$ cat src/rtl/pb_bus_master.sv
// ============================================================================
// Module  : pb_bus_master
// Brief   : Command/response front end that runs timed read/write cycles on a
//           strobed parallel peripheral bus. Optional macro: PB_READ_EN.
// Revision: 1.0 - initial release
// ============================================================================
`default_nettype none

module pb_bus_master #(
   parameter int RESET_CYCLES  = 100,
   parameter int SETUP_CYCLES  = 4,
   parameter int STROBE_CYCLES = 8,
   parameter int HOLD_CYCLES   = 4
) (
   input  logic       clock,
   input  logic       reset_n,
   input  logic       cmd_valid,
   input  logic       cmd_write,
   input  logic [2:0] cmd_addr,
   input  logic       cmd_test_addr,
   input  logic [7:0] cmd_data,
   output logic       cmd_ready,
   output logic       rsp_valid,
   input  logic       rsp_ready,
   output logic [7:0] rsp_data,
   output logic       rsp_error,
   output logic [7:0] DataP,
   output logic       DataOeP,
   input  logic [7:0] DataInP,
   output logic [2:0] AddessP,
   output logic       TestAddressP,
   output logic       B0P,
   output logic       RdP,
   output logic       WrP,
   output logic       ResetP
);

   // A zero-length phase would never reach its terminal count, so clamp to 1.
   localparam logic [15:0] c_RESET_LEN  = (RESET_CYCLES  < 1) ? 16'd1 : 16'(RESET_CYCLES);
   localparam logic [15:0] c_SETUP_LEN  = (SETUP_CYCLES  < 1) ? 16'd1 : 16'(SETUP_CYCLES);
   localparam logic [15:0] c_STROBE_LEN = (STROBE_CYCLES < 1) ? 16'd1 : 16'(STROBE_CYCLES);
   localparam logic [15:0] c_HOLD_LEN   = (HOLD_CYCLES   < 1) ? 16'd1 : 16'(HOLD_CYCLES);

   typedef enum logic [2:0] {
      INIT   = 3'd0,
      IDLE   = 3'd1,
      SETUP  = 3'd2,
      STROBE = 3'd3,
      HOLD   = 3'd4,
      RESP   = 3'd5
   } state_t;

   state_t      r_state;
   state_t      w_state_nxt;
   logic [15:0] r_cnt;
   logic [15:0] w_phase_len;
   logic        w_last;
   logic        w_accept;

   logic [2:0]  r_addr;
   logic        r_test_addr;
   logic [7:0]  r_data;
   logic        r_write;
   logic [7:0]  r_rsp_data;
   logic        r_rsp_error;

   assign w_accept = cmd_valid && (r_state == IDLE);
   assign w_last   = (r_cnt == (w_phase_len - 16'd1));

   always_comb begin
      w_state_nxt = r_state;
      w_phase_len = 16'd1;
      case (r_state)
         INIT: begin
            w_phase_len = c_RESET_LEN;
            if (w_last) w_state_nxt = IDLE;
         end
         IDLE: begin
            if (cmd_valid) begin
`ifdef PB_READ_EN
               w_state_nxt = SETUP;
`else
               // Reads are rejected without touching the bus.
               w_state_nxt = cmd_write ? SETUP : RESP;
`endif
            end
         end
         SETUP: begin
            w_phase_len = c_SETUP_LEN;
            if (w_last) w_state_nxt = STROBE;
         end
         STROBE: begin
            w_phase_len = c_STROBE_LEN;
            if (w_last) w_state_nxt = HOLD;
         end
         HOLD: begin
            w_phase_len = c_HOLD_LEN;
            if (w_last) w_state_nxt = RESP;
         end
         RESP: begin
            if (rsp_ready) w_state_nxt = IDLE;
         end
         default: w_state_nxt = INIT;
      endcase
   end

   always_ff @(posedge clock or negedge reset_n) begin
      if (!reset_n) begin
         r_state <= INIT;
         r_cnt   <= 16'd0;
      end else begin
         r_state <= w_state_nxt;
         if (w_state_nxt != r_state)
            r_cnt <= 16'd0;
         else if (r_state != IDLE && r_state != RESP)
            r_cnt <= r_cnt + 16'd1;
      end
   end

   always_ff @(posedge clock or negedge reset_n) begin
      if (!reset_n) begin
         r_addr      <= 3'd0;
         r_test_addr <= 1'b0;
         r_data      <= 8'd0;
         r_write     <= 1'b0;
         r_rsp_data  <= 8'd0;
         r_rsp_error <= 1'b0;
      end else if (w_accept) begin
`ifdef PB_READ_EN
         r_addr      <= cmd_addr;
         r_test_addr <= cmd_test_addr;
         r_data      <= cmd_data;
         r_write     <= cmd_write;
         r_rsp_data  <= 8'h00;
         r_rsp_error <= 1'b0;
`else
         r_write     <= cmd_write;
         if (cmd_write) begin
            r_addr      <= cmd_addr;
            r_test_addr <= cmd_test_addr;
            r_data      <= cmd_data;
            r_rsp_data  <= 8'h00;
            r_rsp_error <= 1'b0;
         end else begin
            r_rsp_data  <= 8'hFF;
            r_rsp_error <= 1'b1;
         end
`endif
      end
`ifdef PB_READ_EN
      else if (r_state == STROBE && w_last && !r_write) begin
         r_rsp_data <= DataInP;
      end
`endif
   end

`ifndef PB_READ_EN
   logic w_unused;
   assign w_unused = ^DataInP;
`endif

   // Bus controls decode from state so reset removes them without a clock.
   assign ResetP       = (r_state == INIT);
   assign B0P          = (r_state != INIT);
   assign cmd_ready    = (r_state == IDLE);
   assign rsp_valid    = (r_state == RESP);
   assign WrP          = (r_state == STROBE) && r_write;
`ifdef PB_READ_EN
   assign RdP          = (r_state == STROBE) && !r_write;
`else
   assign RdP          = 1'b0;
`endif
   assign DataOeP      = r_write && (r_state == SETUP || r_state == STROBE || r_state == HOLD);
   assign DataP        = r_data;
   assign AddessP      = r_addr;
   assign TestAddressP = r_test_addr;
   assign rsp_data     = r_rsp_data;
   assign rsp_error    = r_rsp_error;

endmodule

`default_nettype wire

$ cat config.mk
export PLATFORM = sky130hd
export DESIGN_NAME = pb_bus_master
export DESIGN_NICKNAME = d
export VERILOG_FILES = /design/src/rtl/pb_bus_master.sv
export SDC_FILE = /design/constraint.sdc
export NUM_CORES = 1
export LEC_CHECK = 0
export CAP_MARGIN = 25
export CORE_MARGIN = 5
export CORE_UTILIZATION = 50
export CTS_BUF_LIST = sky130_fd_sc_hd__clkbuf_4
export CTS_CLUSTER_SIZE = 20
export DETAILED_ROUTE_END_ITERATION = 7
export PLACE_DENSITY = 0.88
export RECOVER_POWER = 50
export SLEW_MARGIN = 20
export SYNTH_ARGS = -nofsm -noshare
export SYNTH_HDL_FRONTEND = slang
export SYNTH_SLANG_ARGS = --single-unit
$ cat constraint.sdc
create_clock -name clock -period 4.3 [get_ports clock]
set_input_delay 0.86 -clock clock [delete_from_list [all_inputs] [get_ports clock]]
set_output_delay 0.86 -clock clock [all_outputs]
set_load 0.005 [all_outputs]
## Word-level counts from Yosys, hierarchy flattened

Cells that the tools add are included.

| storage, ports and cells | value |
|---|---|
| bits in read-only memories | 0 |
| latch bits | 0 |
| register bits | 41 |
| memories kept | 0 |
| RAM bits | 0 |

| operators by class | value |
|---|---|
| $mul | 0 |
| div/mod/pow operators | 0 |
| bitwise gates (word level) | 0 |
| equality and inequality tests | 9 |
| order comparisons | 0 |
| shifts and indexed selects | 0 |
| add/subtract/negate cells | 2 |
| reduce and logical (&&, ||, !) cells | 11 |
| muxes and demuxes | 13 |

Operator list:

| operator | number |
|---|---|
| two-way mux 16 bit | 2 |
| two-way mux 3 bit | 7 |
| case mux 7 bit (3 select lines) | 1 |
| case mux 3 bit (6 select lines) | 1 |
| adder 16 x 1 -> 16 bit (second input constant) | 1 |
| == test 16 bit | 1 |
| subtractor 16 x 1 -> 16 bit (second input constant) | 1 |
| two-way mux 8 bit | 1 |
| == test 3 x 2 -> 1 bit (second input constant) | 2 |
| == test 3 bit (second input constant) | 2 |
| logical AND 1 bit | 4 |
| == test 3 x 1 -> 1 bit (second input constant) | 1 |
| zero test 3 bit | 1 |
| inequality test 3 x 1 -> 1 bit (second input constant) | 1 |
| inequality test 3 bit | 1 |
| inequality test 3 bit (second input constant) | 1 |
| nonzero test 3 bit | 1 |
| logical OR 1 bit | 2 |
| AND reduction 2 bit | 1 |
| nonzero test 2 bit | 1 |
| OR reduction 2 bit | 1 |
| two-way mux 1 bit | 1 |

## Depth between registers and ports, before layout

Gate-level depths: netlist of the first run.

| logic depth | value |
|---|---|
| depth after elaboration | 9 |
| depth in mapped cells | 10 |

## Worst setup path after synthesis of the first run

No wires, ideal clock.

| path | value |
|---|---|
| path kind | register to register |
| start point | reg r_state[1] |
| end point | reg r_state[0] |
| buffers on the path | 2 |
| stages on the path, launching flop included | 11 |
| arrival | 2719 ps |
| path slack | 1487 ps |
| data required time | 4206 ps |
| library setup time | 94 ps |
| cell sequence | dfrtp_1 -> clkbuf_1 -> clkbuf_1 -> and2_1 -> or2_2 -> ha_1 -> xnor2_1 -> a211oi_1 -> nand4_2 -> or4b_1 -> a221oi_2 |

| between the ends | value |
|---|---|
| longest elaborated chain between the ends | 7 |
| elaborated cells between the ends (all ways) | 15 |
| classes of those cells | add/sub (1); eq/ne (6); mux (6); reduce/logical (2) |

RTL lines:

| item | line | text |
|---|---|---|
| from (decl) | 53 | `state_t r_state;` |
| from (signal assigned) | 112 | `r_state <= w_state_nxt;` |
| == test 3 x 2 -> 1 bit or == test 3 bit (tied branches) | 73 | `case (r_state)` |
| OR reduction 2 bit (no line) | -- |  |
| case mux 7 bit (3 select lines) | 73 |  |
| subtractor 16 x 1 -> 16 bit | 68 | `assign w_last = (r_cnt == (w_phase_len - 16'd1));` |
| == test 16 bit | 68 |  |
| two-way mux 3 bit, on equally long branches | -- |  |
| case mux 3 bit (6 select lines) * | 73 |  |
| named net w_state_nxt[0] | 54 | `state_t w_state_nxt;` |

Mark *: on every way through the listed nets, which the timed path passes. The rest lies on a longest branch.
A chain may end at the register's enable or synchronous reset.

## Final worst setup path of the first run

| path | value |
|---|---|
| start point | reg r_state[1] |
| end point | reg r_cnt[1] |

| between the ends | value |
|---|---|
| longest elaborated chain between the ends | 9 |
| elaborated cells between the ends (all ways) | 23 |
| classes of those cells | add/sub (1); eq/ne (9); mux (9); reduce/logical (4) |

RTL lines:

| item | line | text |
|---|---|---|
| == test 3 x 2 -> 1 bit or == test 3 bit (tied branches) | 73 |  |
| OR reduction 2 bit (no line) | -- |  |
| case mux 7 bit (3 select lines) | 73 |  |
| subtractor 16 x 1 -> 16 bit | 68 |  |
| == test 16 bit | 68 |  |
| two-way mux 3 bit, on equally long branches | -- |  |
| case mux 3 bit (6 select lines) | 73 |  |
| inequality test 3 bit | 113 | `if (w_state_nxt != r_state)` |
| two-way mux 16 bit or nonzero test 2 bit (tied branches) | -- |  |
| to (signal assigned) | 116 | `r_cnt <= r_cnt + 16'd1;` |
| to (decl) | 55 | `logic [15:0] r_cnt;` |

Parallel ways exist; a longest one is shown, timed or not.

==> impl_metrics.yaml, run 1 <==
status:
  status: "finished with violations"
  violations: "capacitance limit, slew limit"
die:
  num_rows: 21
  core_sq_mm: 0.00342
  ios: 53
  dieArea_sq_mm: 0.00493
  die_h_um: 70.2
  start_util_pct: 53.0
  die_w_um: 70.2
clock_network:
  path_clk_slew_ps: 110
  cts_hold_buf: 0
  clk_path_buf_depth: 2
  clk_latency_ps: 340
  cts_setup_buffers: 0
  cts_resized: 0
  cts_made_buffers: 5
  cts_sinks: 33
  h-tree-depth: 2
  cts_tree: "yes"
  cts-root-buf: "clkbuf_4"
place:
  hpwl_um: 2720
  post-place-ws_ps: 1370
  port-buffer-count: 43
  dp_cells: 254
  gp_congestion: 0.816
logic_synthesis:
  syn_area_per_cell_sq_um: 10.1
  syn_nets: 207
  syn-instance-count: 180
  ys_top_cells_by_count: "dfrtp_1, nor2_1, mux2_2"
  yosys.area.top_type_share_pct: 45.6
  synth.area.top_cells: "dfrtp_1, mux2_2, xnor2_1, nor2_1, buf_4"
  yosys.area.top_type: "dfrtp_1"
  synth.ff_latch_count: 33
  synth_ff_type: "dfrtp_1"
  yosysWarnings: 0
  async_flop_share_pct: 100
  synth_edf_count: 0
  synth.distinct_cells: 38
  yosysMostFrequentCell: "dfrtp_1"
  synth_area_sq_mm: 0.00181
  ys_seq_area_share_pct: 45.6
timing:
  clock.fmax_ghz: 0.337
  fin_hold_ws_ps: 507
  drv_slew: 34
  setup_slack_ps: 1330
  slew_headroom_pct: -18.8
  rsz0062_at_grt: "false"
  setup_viol: 0
  finalCriticalPeriod_ps: 2970
  period_share_pct: 69.0
  setup_tns_ps: 0
  worst_pin_slew_ps: 1780
  finalHoldViolCount: 0
  finalClockSkew_ps: 15.8
power_and_ir_drop:
  pwr-share-seq_pct: 39.1
  p_leak_uw: 0.000953
  netSwitchingFraction_pct: 35.2
  switchingPower_uw: 457
  p_int_uw: 842
  ir_drop_v: 0.000328
  p_clk_share_pct: 12.7
  p_comb_share_pct: 48.3
  powerDensity_mw_per_mm2: 575
critical_path:
  crit_path_start_kind: "flop"
  crit_type: "flop to flop"
  crit_path_end_kind: "flop"
  slowest_delay_ps: 720
  cp.required_ps: 4480
  arrival_ps: 3150
  cp_top_family: "compound AO/OA/AOI/OAI gates"
  cp_cell_sequence: "and2_1 > or2_2 > ha_1 > xnor2_1 > a211oi_1 > nand4_2 > o31ai_1 > nor2_1"
  reg2reg_from: "r_state[1]"
  worst_path_max_delay_cell: "o31ai_1"
  path_buf_inv: 0
  crit_path_max_fanout: 16
  crit_start: "r_state[1]"
detailed_routing:
  wl_um: 3730
  drtIter0Drc: 96
  first_pass_iters: 4
  vias: 1406
  wire_per_inst_um: 14.3
  drc: 0
  viasPerCell: 5.39
  antenna_left: 0
final_layout:
  area_growth_pct: 24.7
  antenna_cells: 0
  final_nets: 242
  final_cells: 261
  drive_gt1_share_pct: 12.1
  nFillCells: 279
job:
  drv_cap: 1
global_route:
  grt_use_total_pct: 15.7
  grt_overflow: 0
  grt_pass1_vias: 1306
  grt_pass1_wl_um: 6210
  antenna_found_initial: 0
  grt_max_degree: 34
hold_path:
  hp-class: "flop to flop"
  min_from: "AddessP[1]"
logic make-up after synthesis:
kind of cell	after synthesis	synth area share, %
xor gates and xnor gates	15	7.25
buffers and inverters	24	6.84
and+or+nand+nor	68	19.8
adders and majority gates	2	1.38
other	1	0.207
AOI/OAI and AO/OA	20	8.63
DFF	33	45.6
muxes	17	10.4
flip-flops by register name, summed over array words and instances (netlist names):
name	flops
AddessP	3
DataP	8
TestAddressP	1
r_cnt	16
r_state	3
r_write	1
rsp_data	1
area by class of cell:
cell class	count	area, sq um	area share [%]
well taps	46	57.6	2.55
repair buffers	44	434	19.2
inverters	8	30.0	1.33
flip-flops and latches	33	826	36.6
clock inverters	1	3.75	0.166
clock buffers	6	45.0	1.99
multi-input cells	123	862	38.2
per-layer routing:
metal	global-route usage [%]	part of all wire (%)	wire [um]	vias up
met1	19.1	42	1570	683
met5	0	0	0	-
li1	-	-	-	683
met2	26.7	51	1910	35
met3	4.59	5.1	189	5
met4	5.32	1.6	60	0
metrics by stage:
stage	total power, uW	instance area (sq um)	util (%)
after floorplan	899	1810	-
after global placement	1150	2210	64.8
after detailed placement	1170	2210	64.8
after CTS	1330	2260	66.2
after global routing	1400	2260	66.1
final	1300	2260	66.1
cell usage in the layout (no fill, tap or decap), types with 4 or more instances in the layout:
cell type	instances
dfrtp_1	33
nor2b_1	4
inv_1	8
and3_1	4
nand2_1	9
nand4_1	4
clkbuf_4	6
xnor2_1	12
dlygate4sd3_1	12
or3_1	4
nor3_1	8
a21oi_1	6
nor2_1	20
clkdlybuf4s50_1	31
mux2_2	14
power groups by stage:
stage	sequential [uW]	clock [uW]	combinational, uW
2_1_floorplan	477	0	422
3_3_place_gp	509	0	640
3_5_place_dp	515	0	653
4_1_cts	510	167	657
5_1_grt	529	184	689
6_report	507	165	627
final timing paths:
kind	slack, ps	cells after the start	to
max	1330	8	r_cnt[1]
min	510	1	AddessP[1]
max reg2reg	1330	8	r_cnt[1]
min reg2reg	510	1	AddessP[1]
max in group asynchronous	1740	2	r_cnt[7]
min in group asynchronous	1530	2	r_state[1]
Power figures use the tool's default switching activity.
==> run 2, diff against run 1 <==
- CORE_UTILIZATION: 50 -> 49
- PLACE_DENSITY: 0.88 -> 0.86
- clock period: 4.3 -> 2.75 ns (I/O delays scaled with it)
==> run 2 against run 1 <==
Against the previous run: the flow still finishes with violations (capacitance limit, slew limit); total power grew 60%; non-clock buffer count grew 6; maximum frequency rose by 14%; worst hold slack about the same; worst setup slack lost 1200 ps; critical path type unchanged; critical endpoint is now r_state[0]; largest cell class unchanged; largest power group unchanged.
==> impl_metrics.yaml, run 2 (synthesis gave the netlist of run 1 again) <==
die:
  die_w_um: 70.8
  num_rows: 22
  start_util_pct: 49.9
  die_h_um: 70.8
  dieArea_sq_mm: 0.00501
  core_sq_mm: 0.00363
  ios: 53
place:
  hpwl_um: 2700
  placed_area_sq_mm: 0.00226
  port-buffer-count: 43
  gp_congestion: 0.787
clock_network:
  clk_latency_ps: 340
  clk_path_buf_depth: 2
  cts_setup_buffers: 0
  cts_hold_buf: 0
  cts_made_buffers: 5
  cts-root-buf: "clkbuf_4"
  cts_sinks: 33
  cts_resized: 0
  h-tree-depth: 2
  path_clk_slew_ps: 110
  cts_tree: "yes"
job:
  drv_cap: 1
detailed_routing:
  drc: 0
  wl_um: 3590
  viasPerCell: 5.22
  drtIter0Drc: 81
  wire_per_inst_um: 13.3
  vias: 1409
  antenna_left: 0
  first_pass_iters: 4
timing:
  rsz0062_at_grt: "false"
  period_share_pct: 94.6
  finalClockSkew_ps: 5.51
  finalCriticalPeriod_ps: 2600
  worst_pin_slew_ps: 1720
  fin_hold_ws_ps: 507
  slew_headroom_pct: -14.8
  finalHoldViolCount: 0
  drv_slew: 34
  setup_viol: 0
  setup_tns_ps: 0
  clock.fmax_ghz: 0.384
global_route:
  antenna_found_initial: 0
  grt_overflow: 0
  grt_max_degree: 34
  grt_pass1_vias: 1410
  grt_pass1_wl_um: 6390
  grt_use_total_pct: 16.2
final_layout:
  top_register: "r_cnt"
  final_nets: 248
  layout_commonest_cell: "dfrtp_1"
  largest_register_ffs: 16
  finalInstanceArea_sq_mm: 0.00231
  layout_common_cells: "dfrtp_1, clkdlybuf4s50_1, nor2_1"
  area_growth_pct: 27.7
  drive_gt1_share_pct: 14.9
  antenna_cells: 0
critical_path:
  cp_cell_sequence: "and2_1 > or2_2 > ha_1 > nor2b_1 > a211oi_1 > nand4_2 > or4b_1 > a221oi_2"
  path_buf_inv: 0
  cp.depth: 8
  slowest_delay_ps: 520
  crit_path_max_fanout: 4
  crit_type: "flop to flop"
  arrival_ps: 2860
  cp.required_ps: 3000
  crit_path_start_kind: "flop"
  worst_path_max_delay_cell: "or4b_1"
  crit_path_end_kind: "flop"
  rr_worst_depth: 8
  cp_top_family: "simple AND/OR/NAND/NOR gates"
status:
  status: "finished with violations"
  violations: "capacitance limit, slew limit"
hold_path:
  whs_path_depth: 1
  hp-class: "flop to flop"
power_and_ir_drop:
  ir_drop_v: 0.000605
  p_leak_uw: 0.000974
  powerDensity_mw_per_mm2: 901
  p_total_uw: 2080
[run 2: cell count changes in the layout (fill, tap and decap cells not counted)]
cell	change
buf_4	+5
clkinvlp_4	+3
clkbuf_1	+1
clkbuf_4	-1
clkdlybuf4s50_1	+1
clkinv_1	-1
dlygate4sd3_1	-1
[run 2: routing by layer]
| layer | routed length [um] | GRT usage (%) |
|---|---|---|
| met4 | 64 | 6.47 |
| met2 | 1690 | 25.3 |
| met5 | 0 | 0 |
| met3 | 212 | 4.69 |
| met1 | 1620 | 21.2 |
[run 2: stage by stage]
| stage | worst slack (ps) | utilization, % | cells |
|---|---|---|---|
| after floorplan | 17.8 | - | 180 |
| after global placement | 191 | 62.2 | 262 |
| after detailed placement | 153 | 62.2 | 262 |
| after CTS | 124 | 63.9 | 270 |
| after global routing | 6.60 | 63.7 | 270 |
| final | 147 | 63.7 | 270 |
[run 2: worst paths after layout]
check | startpoint | to | slack (ps)
setup reg to reg | r_state[1] | r_state[0] | 150
min in group asynchronous | reset_n | AddessP[2] | 1200
hold reg to reg | DataP[7] | DataP[7] | 510
max in group asynchronous | reset_n | r_cnt[4] | 560
setup / recovery | r_state[1] | r_state[0] | 150
hold / removal | DataP[7] | DataP[7] | 510
[run 2: worst register-to-register path, stage by stage, from the launching register on]
cell      delay, ps
dfrtp_1         440
and2_1          190
or2_2           270
ha_1            220
nor2b_1         160
a211oi_1        280
nand4_2         170
or4b_1          520
a221oi_2        280
[run 2: report_power, final]
group / total [uW] / switching (uW) / leakage, uW / internal, uW
Combinational: 1060 / 447 / 0.000523 / 617
Clock: 274 / 175 / 0.0000234 / 98.7
Sequential: 747 / 113 / 0.000427 / 633
Total: 2080 / 735 / 0.000974 / 1350
[run 2: area by class of cell]
| type | count | area, sq um |
|---|---|---|
| Timing Repair Buffer | 50 | 475 |
| Fill cell | 318 | 1320 |
| Clock inverter | 3 | 22.5 |
| Clock buffer | 5 | 37.5 |
| Multi-Input combinational cell | 123 | 862 |
| Sequential cell | 33 | 826 |
| Inverter | 8 | 30.0 |
| Tap cell | 48 | 60.1 |
